## config.mk

```make
export PLATFORM = sky130hd
export DESIGN_NAME = wb_stage_flat
export DESIGN_NICKNAME = d
export VERILOG_FILES = /design/src/rtl/wb_stage_if.sv /design/src/rtl/wb_stage.sv /design/src/flat_wrapper.sv
export SDC_FILE = /design/constraint.sdc
export NUM_CORES = 1
export LEC_CHECK = 0
export ABC_AREA = 0
export CORE_AREA = 5 5 220 222
export DETAILED_ROUTE_END_ITERATION = 6
export DIE_AREA = 0 0 225 227
export PLACE_DENSITY = 0.65
export SYNTH_ARGS = -nofsm -noshare
export SYNTH_HDL_FRONTEND = slang
export SYNTH_SLANG_ARGS = --single-unit
```

## constraint.sdc

```tcl
create_clock -name clk -period 2.07 [get_ports clk]
set_input_delay 0.5175 -clock clk [delete_from_list [all_inputs] [get_ports clk]]
set_output_delay 0.5175 -clock clk [all_outputs]
set_load 0.03 [all_outputs]
```

## src/rtl/wb_stage_if.sv

```systemverilog
// MEM -> WB pipeline bus: the valid/allowin handshake plus every field MEM hands to WB.
interface wb_stage_if;
    logic        ms_to_ws_valid;
    logic        ws_allowin;
    logic [31:0] ms_pc;
    logic        ms_gr_we;
    logic [4:0]  ms_dest;
    logic [31:0] ms_alu_result;
    logic [4:0]  ms_ld_op;
    logic [31:0] ms_mem_rdata;
    logic        ms_ex;
    logic [5:0]  ms_ecode;
    logic [8:0]  ms_esubcode;
    logic [31:0] ms_vaddr;
    logic        ms_ertn;
    logic        ms_csr_we;
    logic [13:0] ms_csr_num;
    logic [31:0] ms_csr_wmask;
    logic [31:0] ms_csr_wvalue;

    modport master (
        output ms_to_ws_valid, ms_pc, ms_gr_we, ms_dest, ms_alu_result, ms_ld_op,
               ms_mem_rdata, ms_ex, ms_ecode, ms_esubcode, ms_vaddr, ms_ertn,
               ms_csr_we, ms_csr_num, ms_csr_wmask, ms_csr_wvalue,
        input  ws_allowin
    );

    modport slave (
        input  ms_to_ws_valid, ms_pc, ms_gr_we, ms_dest, ms_alu_result, ms_ld_op,
               ms_mem_rdata, ms_ex, ms_ecode, ms_esubcode, ms_vaddr, ms_ertn,
               ms_csr_we, ms_csr_num, ms_csr_wmask, ms_csr_wvalue,
        output ws_allowin
    );
endinterface

```

## src/rtl/wb_stage.sv

```systemverilog
// LoongArch32 write-back stage: load extraction, GPR/CSR commit, exception/ertn flush.
// Optional macro WB_DEBUG_TRACE_EN adds the debug_wb_* commit trace outputs.
module wb_stage #(
    parameter int unsigned FLUSH_SHADOW = 1
) (
    input  logic        clk,
    input  logic        reset,
    wb_stage_if.slave   ms,
`ifdef WB_DEBUG_TRACE_EN
    output logic [31:0] debug_wb_pc,
    output logic [3:0]  debug_wb_rf_we,
    output logic [4:0]  debug_wb_rf_wnum,
    output logic [31:0] debug_wb_rf_wdata,
`endif
    output logic        rf_we,
    output logic [4:0]  rf_waddr,
    output logic [31:0] rf_wdata,
    output logic        ws_fwd_valid,
    output logic [4:0]  ws_fwd_dest,
    output logic [31:0] ws_fwd_data,
    output logic        ws_csr_busy,
    output logic        csr_we,
    output logic [13:0] csr_num,
    output logic [31:0] csr_wmask,
    output logic [31:0] csr_wvalue,
    output logic        wb_ex,
    output logic        ertn_flush,
    output logic [31:0] wb_pc,
    output logic [5:0]  wb_ecode,
    output logic [8:0]  wb_esubcode,
    output logic [31:0] wb_vaddr,
    input  logic [31:0] ex_entry,
    input  logic [31:0] ertn_entry,
    output logic        ws_flush,
    output logic [31:0] ws_flush_target
);

    typedef struct packed {
        logic [31:0] pc;
        logic        gr_we;
        logic [4:0]  dest;
        logic [31:0] alu_result;
        logic [4:0]  ld_op;
        logic [31:0] mem_rdata;
        logic        ex;
        logic [5:0]  ecode;
        logic [8:0]  esubcode;
        logic [31:0] vaddr;
        logic        ertn;
        logic        csr_we;
        logic [13:0] csr_num;
        logic [31:0] csr_wmask;
        logic [31:0] csr_wvalue;
    } ws_regs_t;

    ws_regs_t    ms_in;
    ws_regs_t    ws_q;
    logic        ws_valid;
    logic [1:0]  shadow_cnt;
    logic        ws_ready_go;
    logic        allowin;
    logic        accept;
    logic        drop;
    logic [7:0]  ld_byte;
    logic [15:0] ld_half;
    logic [31:0] ld_data;

    assign ms_in = '{
        pc:         ms.ms_pc,
        gr_we:      ms.ms_gr_we,
        dest:       ms.ms_dest,
        alu_result: ms.ms_alu_result,
        ld_op:      ms.ms_ld_op,
        mem_rdata:  ms.ms_mem_rdata,
        ex:         ms.ms_ex,
        ecode:      ms.ms_ecode,
        esubcode:   ms.ms_esubcode,
        vaddr:      ms.ms_vaddr,
        ertn:       ms.ms_ertn,
        csr_we:     ms.ms_csr_we,
        csr_num:    ms.ms_csr_num,
        csr_wmask:  ms.ms_csr_wmask,
        csr_wvalue: ms.ms_csr_wvalue
    };

    assign ws_ready_go   = 1'b1;
    assign allowin       = !ws_valid || ws_ready_go;
    assign ms.ws_allowin = allowin;
    assign accept        = ms.ms_to_ws_valid && allowin;
    // Anything arriving on a flush edge or inside the shadow window is a wrong-path instruction.
    assign drop          = ws_flush || (shadow_cnt != 2'd0);

    // NOTE: sequential state uses non-blocking assignments so every register samples pre-edge values.
    always_ff @(posedge clk) begin
        if (reset) begin
            ws_valid   <= 1'b0;
            shadow_cnt <= 2'd0;
            ws_q       <= '0;
        end else begin
            if (accept) begin
                ws_valid <= !drop;
                ws_q     <= ms_in;
            end else begin
                ws_valid <= 1'b0;
            end

            if (ws_flush) begin
                shadow_cnt <= 2'(FLUSH_SHADOW);
            end else if (shadow_cnt != 2'd0) begin
                shadow_cnt <= shadow_cnt - 2'd1;
            end
        end
    end

    // NOTE: every always_comb output gets a default first so no path infers a latch.
    always_comb begin
        ld_byte = ws_q.mem_rdata[7:0];
        unique case (ws_q.alu_result[1:0])
            2'd0: ld_byte = ws_q.mem_rdata[7:0];
            2'd1: ld_byte = ws_q.mem_rdata[15:8];
            2'd2: ld_byte = ws_q.mem_rdata[23:16];
            2'd3: ld_byte = ws_q.mem_rdata[31:24];
        endcase
        ld_half = ws_q.alu_result[1] ? ws_q.mem_rdata[31:16] : ws_q.mem_rdata[15:0];

        // ld_op is one-hot {ld.w, ld.hu, ld.h, ld.bu, ld.b}; zero selects the ALU result.
        ld_data = ws_q.alu_result;
        if (ws_q.ld_op[0])      ld_data = {{24{ld_byte[7]}}, ld_byte};
        else if (ws_q.ld_op[1]) ld_data = {24'd0, ld_byte};
        else if (ws_q.ld_op[2]) ld_data = {{16{ld_half[15]}}, ld_half};
        else if (ws_q.ld_op[3]) ld_data = {16'd0, ld_half};
        else if (ws_q.ld_op[4]) ld_data = ws_q.mem_rdata;
    end

    assign wb_ex           = ws_valid & ws_q.ex;
    assign ertn_flush      = ws_valid & ws_q.ertn & ~ws_q.ex;
    assign ws_flush        = wb_ex | ertn_flush;
    assign ws_flush_target = wb_ex ? ex_entry : ertn_entry;
    assign wb_pc           = ws_q.pc;
    assign wb_ecode        = ws_q.ecode;
    assign wb_esubcode     = ws_q.esubcode;
    assign wb_vaddr        = ws_q.vaddr;

    assign rf_we    = ws_valid & ws_q.gr_we & ~ws_q.ex & (ws_q.dest != 5'd0);
    assign rf_waddr = ws_q.dest;
    assign rf_wdata = ld_data;

    assign csr_we     = ws_valid & ws_q.csr_we & ~ws_q.ex;
    assign csr_num    = ws_q.csr_num;
    assign csr_wmask  = ws_q.csr_wmask;
    assign csr_wvalue = ws_q.csr_wvalue;

    assign ws_fwd_valid = rf_we;
    assign ws_fwd_dest  = ws_q.dest;
    assign ws_fwd_data  = rf_wdata;
    assign ws_csr_busy  = ws_valid & (ws_q.csr_we | ws_q.ertn | ws_q.ex);

`ifdef WB_DEBUG_TRACE_EN
    assign debug_wb_pc       = wb_pc;
    assign debug_wb_rf_we    = {4{rf_we}};
    assign debug_wb_rf_wnum  = rf_waddr;
    assign debug_wb_rf_wdata = rf_wdata;
`endif

endmodule
```

## src/flat_wrapper.sv

```systemverilog
// flat-port wrapper written by rule: the top's interface ports become plain ports
module wb_stage_flat 
#(
    parameter int unsigned FLUSH_SHADOW = 1
)
  (clk, reset, rf_we, rf_waddr, rf_wdata, ws_fwd_valid, ws_fwd_dest, ws_fwd_data, ws_csr_busy, csr_we, csr_num, csr_wmask, csr_wvalue, wb_ex, ertn_flush, wb_pc, wb_ecode, wb_esubcode, wb_vaddr, ex_entry, ertn_entry, ws_flush, ws_flush_target, ms_ms_to_ws_valid, ms_ms_pc, ms_ms_gr_we, ms_ms_dest, ms_ms_alu_result, ms_ms_ld_op, ms_ms_mem_rdata, ms_ms_ex, ms_ms_ecode, ms_ms_esubcode, ms_ms_vaddr, ms_ms_ertn, ms_ms_csr_we, ms_ms_csr_num, ms_ms_csr_wmask, ms_ms_csr_wvalue, ms_ws_allowin);
  wb_stage_if ms_i ();
  input  logic clk;
  input  logic reset;
  output logic rf_we;
  output logic [4:0] rf_waddr;
  output logic [31:0] rf_wdata;
  output logic ws_fwd_valid;
  output logic [4:0] ws_fwd_dest;
  output logic [31:0] ws_fwd_data;
  output logic ws_csr_busy;
  output logic csr_we;
  output logic [13:0] csr_num;
  output logic [31:0] csr_wmask;
  output logic [31:0] csr_wvalue;
  output logic wb_ex;
  output logic ertn_flush;
  output logic [31:0] wb_pc;
  output logic [5:0] wb_ecode;
  output logic [8:0] wb_esubcode;
  output logic [31:0] wb_vaddr;
  input  logic [31:0] ex_entry;
  input  logic [31:0] ertn_entry;
  output logic ws_flush;
  output logic [31:0] ws_flush_target;
  input wire logic [$bits(ms_i.ms_to_ws_valid)-1:0] ms_ms_to_ws_valid;
  input wire logic [$bits(ms_i.ms_pc)-1:0] ms_ms_pc;
  input wire logic [$bits(ms_i.ms_gr_we)-1:0] ms_ms_gr_we;
  input wire logic [$bits(ms_i.ms_dest)-1:0] ms_ms_dest;
  input wire logic [$bits(ms_i.ms_alu_result)-1:0] ms_ms_alu_result;
  input wire logic [$bits(ms_i.ms_ld_op)-1:0] ms_ms_ld_op;
  input wire logic [$bits(ms_i.ms_mem_rdata)-1:0] ms_ms_mem_rdata;
  input wire logic [$bits(ms_i.ms_ex)-1:0] ms_ms_ex;
  input wire logic [$bits(ms_i.ms_ecode)-1:0] ms_ms_ecode;
  input wire logic [$bits(ms_i.ms_esubcode)-1:0] ms_ms_esubcode;
  input wire logic [$bits(ms_i.ms_vaddr)-1:0] ms_ms_vaddr;
  input wire logic [$bits(ms_i.ms_ertn)-1:0] ms_ms_ertn;
  input wire logic [$bits(ms_i.ms_csr_we)-1:0] ms_ms_csr_we;
  input wire logic [$bits(ms_i.ms_csr_num)-1:0] ms_ms_csr_num;
  input wire logic [$bits(ms_i.ms_csr_wmask)-1:0] ms_ms_csr_wmask;
  input wire logic [$bits(ms_i.ms_csr_wvalue)-1:0] ms_ms_csr_wvalue;
  output wire logic [$bits(ms_i.ws_allowin)-1:0] ms_ws_allowin;
  assign ms_i.ms_to_ws_valid = ms_ms_to_ws_valid;
  assign ms_i.ms_pc = ms_ms_pc;
  assign ms_i.ms_gr_we = ms_ms_gr_we;
  assign ms_i.ms_dest = ms_ms_dest;
  assign ms_i.ms_alu_result = ms_ms_alu_result;
  assign ms_i.ms_ld_op = ms_ms_ld_op;
  assign ms_i.ms_mem_rdata = ms_ms_mem_rdata;
  assign ms_i.ms_ex = ms_ms_ex;
  assign ms_i.ms_ecode = ms_ms_ecode;
  assign ms_i.ms_esubcode = ms_ms_esubcode;
  assign ms_i.ms_vaddr = ms_ms_vaddr;
  assign ms_i.ms_ertn = ms_ms_ertn;
  assign ms_i.ms_csr_we = ms_ms_csr_we;
  assign ms_i.ms_csr_num = ms_ms_csr_num;
  assign ms_i.ms_csr_wmask = ms_ms_csr_wmask;
  assign ms_i.ms_csr_wvalue = ms_ms_csr_wvalue;
  assign ms_ws_allowin = ms_i.ws_allowin;
  wb_stage #(.FLUSH_SHADOW(FLUSH_SHADOW)) u_core (.clk(clk), .reset(reset), .ms(ms_i), .rf_we(rf_we), .rf_waddr(rf_waddr), .rf_wdata(rf_wdata), .ws_fwd_valid(ws_fwd_valid), .ws_fwd_dest(ws_fwd_dest), .ws_fwd_data(ws_fwd_data), .ws_csr_busy(ws_csr_busy), .csr_we(csr_we), .csr_num(csr_num), .csr_wmask(csr_wmask), .csr_wvalue(csr_wvalue), .wb_ex(wb_ex), .ertn_flush(ertn_flush), .wb_pc(wb_pc), .wb_ecode(wb_ecode), .wb_esubcode(wb_esubcode), .wb_vaddr(wb_vaddr), .ex_entry(ex_entry), .ertn_entry(ertn_entry), .ws_flush(ws_flush), .ws_flush_target(ws_flush_target));
endmodule
```

; ---- Word level (Yosys, flattened, before mapping)
; Index checks and enable logic that the tools add are counted.
[classes]
n_addsub = 1
n_mul = 0
div = 0
n_lt_le_gt_ge = 0
n_eq_ne = 3
shifts = 0
n_mux = 10
n_bitwise = 14
n_reduce_logical = 8
[op_table]
columns = op, count
row1 = two-way mux 32 bit, 6
row2 = one-hot mux 8 bit (4 select lines), 1
row3 = two-way mux 16 bit, 1
row4 = AND 1 bit, 9
row5 = nonzero test 5 bit, 1
row6 = == test 2 bit (second input constant), 2
row7 = nonzero test 2 bit, 2
row8 = OR reduction 2 bit, 2
row9 = bitwise OR 1 bit, 3
row10 = == test 2 x 1 -> 1 bit (second input constant), 1
row11 = logical NOT 2 bit, 1
row12 = two-way mux 1 bit, 2
row13 = inverter 1 bit, 2
row14 = subtractor 2 x 1 -> 2 bit (second input constant), 1
row15 = logical NOT 1 bit, 1
row16 = logical OR 1 bit, 1
[word_totals]
ff_bits = 238
latch_bits = 0
ram_bits = 0
romBits = 0
inputBits = 302
output_inout_bits = 271
word_cells = 54
memories = 0

; ---- Depth between registers and ports, before layout
[depth]
depth_word = 5
ltp_mapped = 6

; ---- Worst setup path before layout
; OpenSTA, ideal clock, no wires.
[synth_path]
kind = flip-flop to output port
start = reg u_core.ws_q[160] (netlist bit)
end = out ws_fwd_data[0]
arrival_ps = 2142
required_time_ps = 1553
setup_slack_ps = -589
path_stages_with_launch = 6
cell_sequence = dfxtp_1 o21a_1 clkbuf_1 nor2_1 a221oi_1 buf_4
[synth_via]
elab_chain_cells = 1
[synth_lines]
columns = element, line_no
row1 = from (decl), wb_stage.sv:57  ; ws_regs_t ws_q;
row2 = from (signal assigned), wb_stage.sv:102  ; ws_q <= ms_in;
row3 = two-way mux 32 bit, wb_stage.sv:128  ; if (ws_q.ld_op[0]) ld_data = {{24{ld_byte[7]}}, ld_byte};
row4 = to (decl), flat_wrapper.sv:15  ; output logic [31:0] ws_fwd_data;
; No other way between the ends.

; ---- Worst setup path after layout
[layout_path]
start = reg u_core.ws_q[160] (netlist bit)
end = out rf_wdata[31]
[layout_via]
elab_chain_cells = 1
[layout_lines]
columns = element, line_no
row1 = two-way mux 32 bit, wb_stage.sv:128
row2 = to (decl), flat_wrapper.sv:12  ; output logic [31:0] rf_wdata;
; No other way between the ends.

==> metrics.txt <==
Pre-antenna DRT Iters 4; Placer Congestion 0.853; Routed Antenna Nets 0; Yosys cell types 32; placed cell area 16700 sq um; Wirelength per Cell 19.4 um; final total power 0.0134 W; FP Rows 79; number of synthesized register bits 238; post-route cell area 18300 sq um; CP Buf/Inv Count 3; final worst path period share 134%; detail-routed via count per cell 4.25; CTS Sinks 238; 1st-iter DRT viols 320; clock transition at the registers of the reported paths 0.05 ns; largest net degree at the start of global routing 43; Chip Height 227 um; final hold violation count 0; DRC viols 0; Slew headroom 49.4%; Synth Cell Area 11200 sq um; fin nets 1864; worst-path cell chain or4_4 > buf_12 > buf_16 > o211ai_1 > buf_4; clock power share 34.1%; CP endpoint kind primary output; Ports 573; post-DP HPWL 32100 um; highest achievable clock rate 0.361 GHz; final setup margin -0.699 ns; worst-margin pin slew 0.758 ns; P_leak 8.54 nW; cell area power density 736 nW/um^2; Sw Ratio 30.0%; crit path launch type flip-flop; Clock Skews 0.00183 ns; warnings from Yosys 0; Non-Filler Instances 2188; Max stage delay on crit path 0.59 ns; Syn Area/Cell 9.89 sq um; share of power burned in registers 37.8%; number of global-route vias before repair 9970; share of layout cells above drive strength 1 20.4%; Vias 9307; footprint of the multi-input gates 5060 sq um; # setup viols final 100; status finished, violations left; net count after synthesis 1434; initial core utilization 24.2%; Slew Limit Fails 0; RSZ-0062 raised after global routing true; P&R area growth vs syn 63.4%; crit-path leading delay family simple AND/OR/NAND/NOR gates; worst endpoint required time 1.55 ns; CP Class reg2out; clock buffer depth 3; Routed WL 42400 um; crit path max fanout 15; fill cell count 4531; DIE WIDTH 225 um; max_cap viols 0; Die Area 51100 sq um; Max IR drop VDD 0.000508 V; Hold Path Class in2reg; initial antenna violation count 5; worst skew pair latency 0.54 ns; Crit-path slowest cell or4_4; Storage cell area 4780 sq um; Synth Instances 1131; arrival time worst endpoint 2.25 ns; CTS Buf Count 28; GRT overflow 0; Seq/Total Area, Yosys 42.6%; placed insts 2118; core area 46200 sq um; Clock Root Buffer clkbuf_16; min cycle time layout 2.77 ns; Gate power share 28.1%; Psw 0.00403 W; port buffer count 571; failing checks negative setup slack; CTS tree done; first-pass GRT wire length 60600 um; Pint 0.00941 W; Tot GR Track Use 15.2%; H-tree levels 1
## routing by layer
| metal | part of all wire [%] | global-route usage [%] |
|---|---|---|
| met1 | 36 | 16.1 |
| met2 | 51 | 27.8 |
| met3 | 9.5 | 5.18 |
| met4 | 3.8 | 6.36 |
| met5 | 0.052 | 0 |
## final timing paths
check / from / end / slack (ns) / cells after the start
worst max-delay path: u_core.ws_q[160]$_SDFFE_PP0P_ / rf_wdata[31] / -0.70 / 5
worst min-delay path: reset / u_core.csr_wmask[31]$_SDFFE_PP0P_ / 0.37 / 2
worst max register to register: u_core.ws_valid$_SDFF_PP0_ / u_core.shadow_cnt[0]$_SDFFE_PP0N_ / 0.94 / 6
worst min register to register: u_core.csr_wmask[7]$_SDFFE_PP0P_ / u_core.csr_wmask[7]$_SDFFE_PP0P_ / 0.48 / 2
## layout make-up
cell class | instances | share of cell area [%]
antenna | 5 | 0.0685
clock buffer | 41 | 4.44
clock inverter | 4 | 0.158
inverter | 4 | 0.0822
multi-input combinational | 620 | 27.7
sequential | 238 | 26.2
tap | 607 | 4.16
timing repair buffer | 669 | 37.2
## cell families after synthesis
family / count (synthesis) / share of synthesized area, %
AOI/OAI and AO/OA: 47 / 3.60
muxes: 308 / 28.0
adders and majority gates: 1 / 0.112
DFF: 238 / 42.6
xor gates and xnor gates: 1 / 0.0783
other: 1 / 0.0335
buffers and inverters: 273 / 16.4
and+or+nand+nor: 262 / 9.21
## sequential cells by signal, indices dropped and copies added, names as in the netlist
name	flops
u_core.wb_ecode	6
u_core.csr_wmask	32
u_core.ws_q	73
u_core.wb_esubcode	9
u_core.wb_pc	32
u_core.csr_wvalue	32
u_core.ws_valid	1
u_core.shadow_cnt	2
u_core.wb_vaddr	32
u_core.csr_num	14
u_core.rf_waddr	5
## metrics by stage
step	worst slack (ns)	util (%)	hold slack [ns]	TNS, ns
finish	-0.699	39.6	0.374	-42.88
global route	-0.757	39.5	0.371	-49.22
CTS	-0.700	39.4	0.359	-47.74
detailed placement	-0.342	36.2	0.480	-7.19
global placement	-0.359	36.2	0.471	-6.27
floorplan	-0.386	-	0.452	-12.50
## cells in the mapped netlist
master,number,area share (%)
a211oi_1,1,0.067
a211oi_2,6,0.67
a21o_1,1,0.067
a21oi_1,1,0.045
a221oi_1,8,0.63
a22oi_2,1,0.11
and2_1,3,0.17
buf_1,7,0.24
buf_2,34,1.5
buf_4,202,14
buf_6,1,0.10
clkbuf_1,25,0.84
conb_1,1,0.034
dfxtp_1,238,43
ha_1,1,0.11
inv_1,4,0.13
mux2_2,34,3.4
mux2i_1,274,25
nand2_1,3,0.10
nor2_1,240,8.1
nor2b_1,9,0.50
nor3_1,3,0.13
nor3b_1,1,0.067
nor4_1,1,0.056
o211ai_1,16,1.1
o21a_1,2,0.13
o21ai_1,2,0.090
o221ai_1,8,0.63
o311a_1,1,0.090
or3_1,1,0.056
or4_1,1,0.067
xnor2_1,1,0.078
## timing repair
action                                  CTS  global route
buffers inserted                         11             8
hold buffers                              0             0
gates resized for setup                 326            29
pin swaps                                18             9
cloned                                    6             1
endpoints found under the setup margin  266           102
## cells in the final DEF, fill, tap and decap left out, drive strengths merged, types with 9 or more instances in the layout
cell type,n
mux2,34
clkbuf,42
buf,201
mux2i,274
nor2b,9
o211ai,16
nor2,240
dlygate4sd2,167
clkdlybuf4s50,299
dfxtp,238
## power groups by stage
stage          combinational, W  clock, W  sequential, W
3_3_place_gp            0.00352         0        0.00515
3_5_place_dp            0.00355         0        0.00516
6_report                0.00378   0.00458        0.00507
2_1_floorplan           0.00220         0        0.00510
5_1_grt                 0.00398   0.00495        0.00510
4_1_cts                 0.00376   0.00474        0.00507
Power figures use the tool's default switching activity.
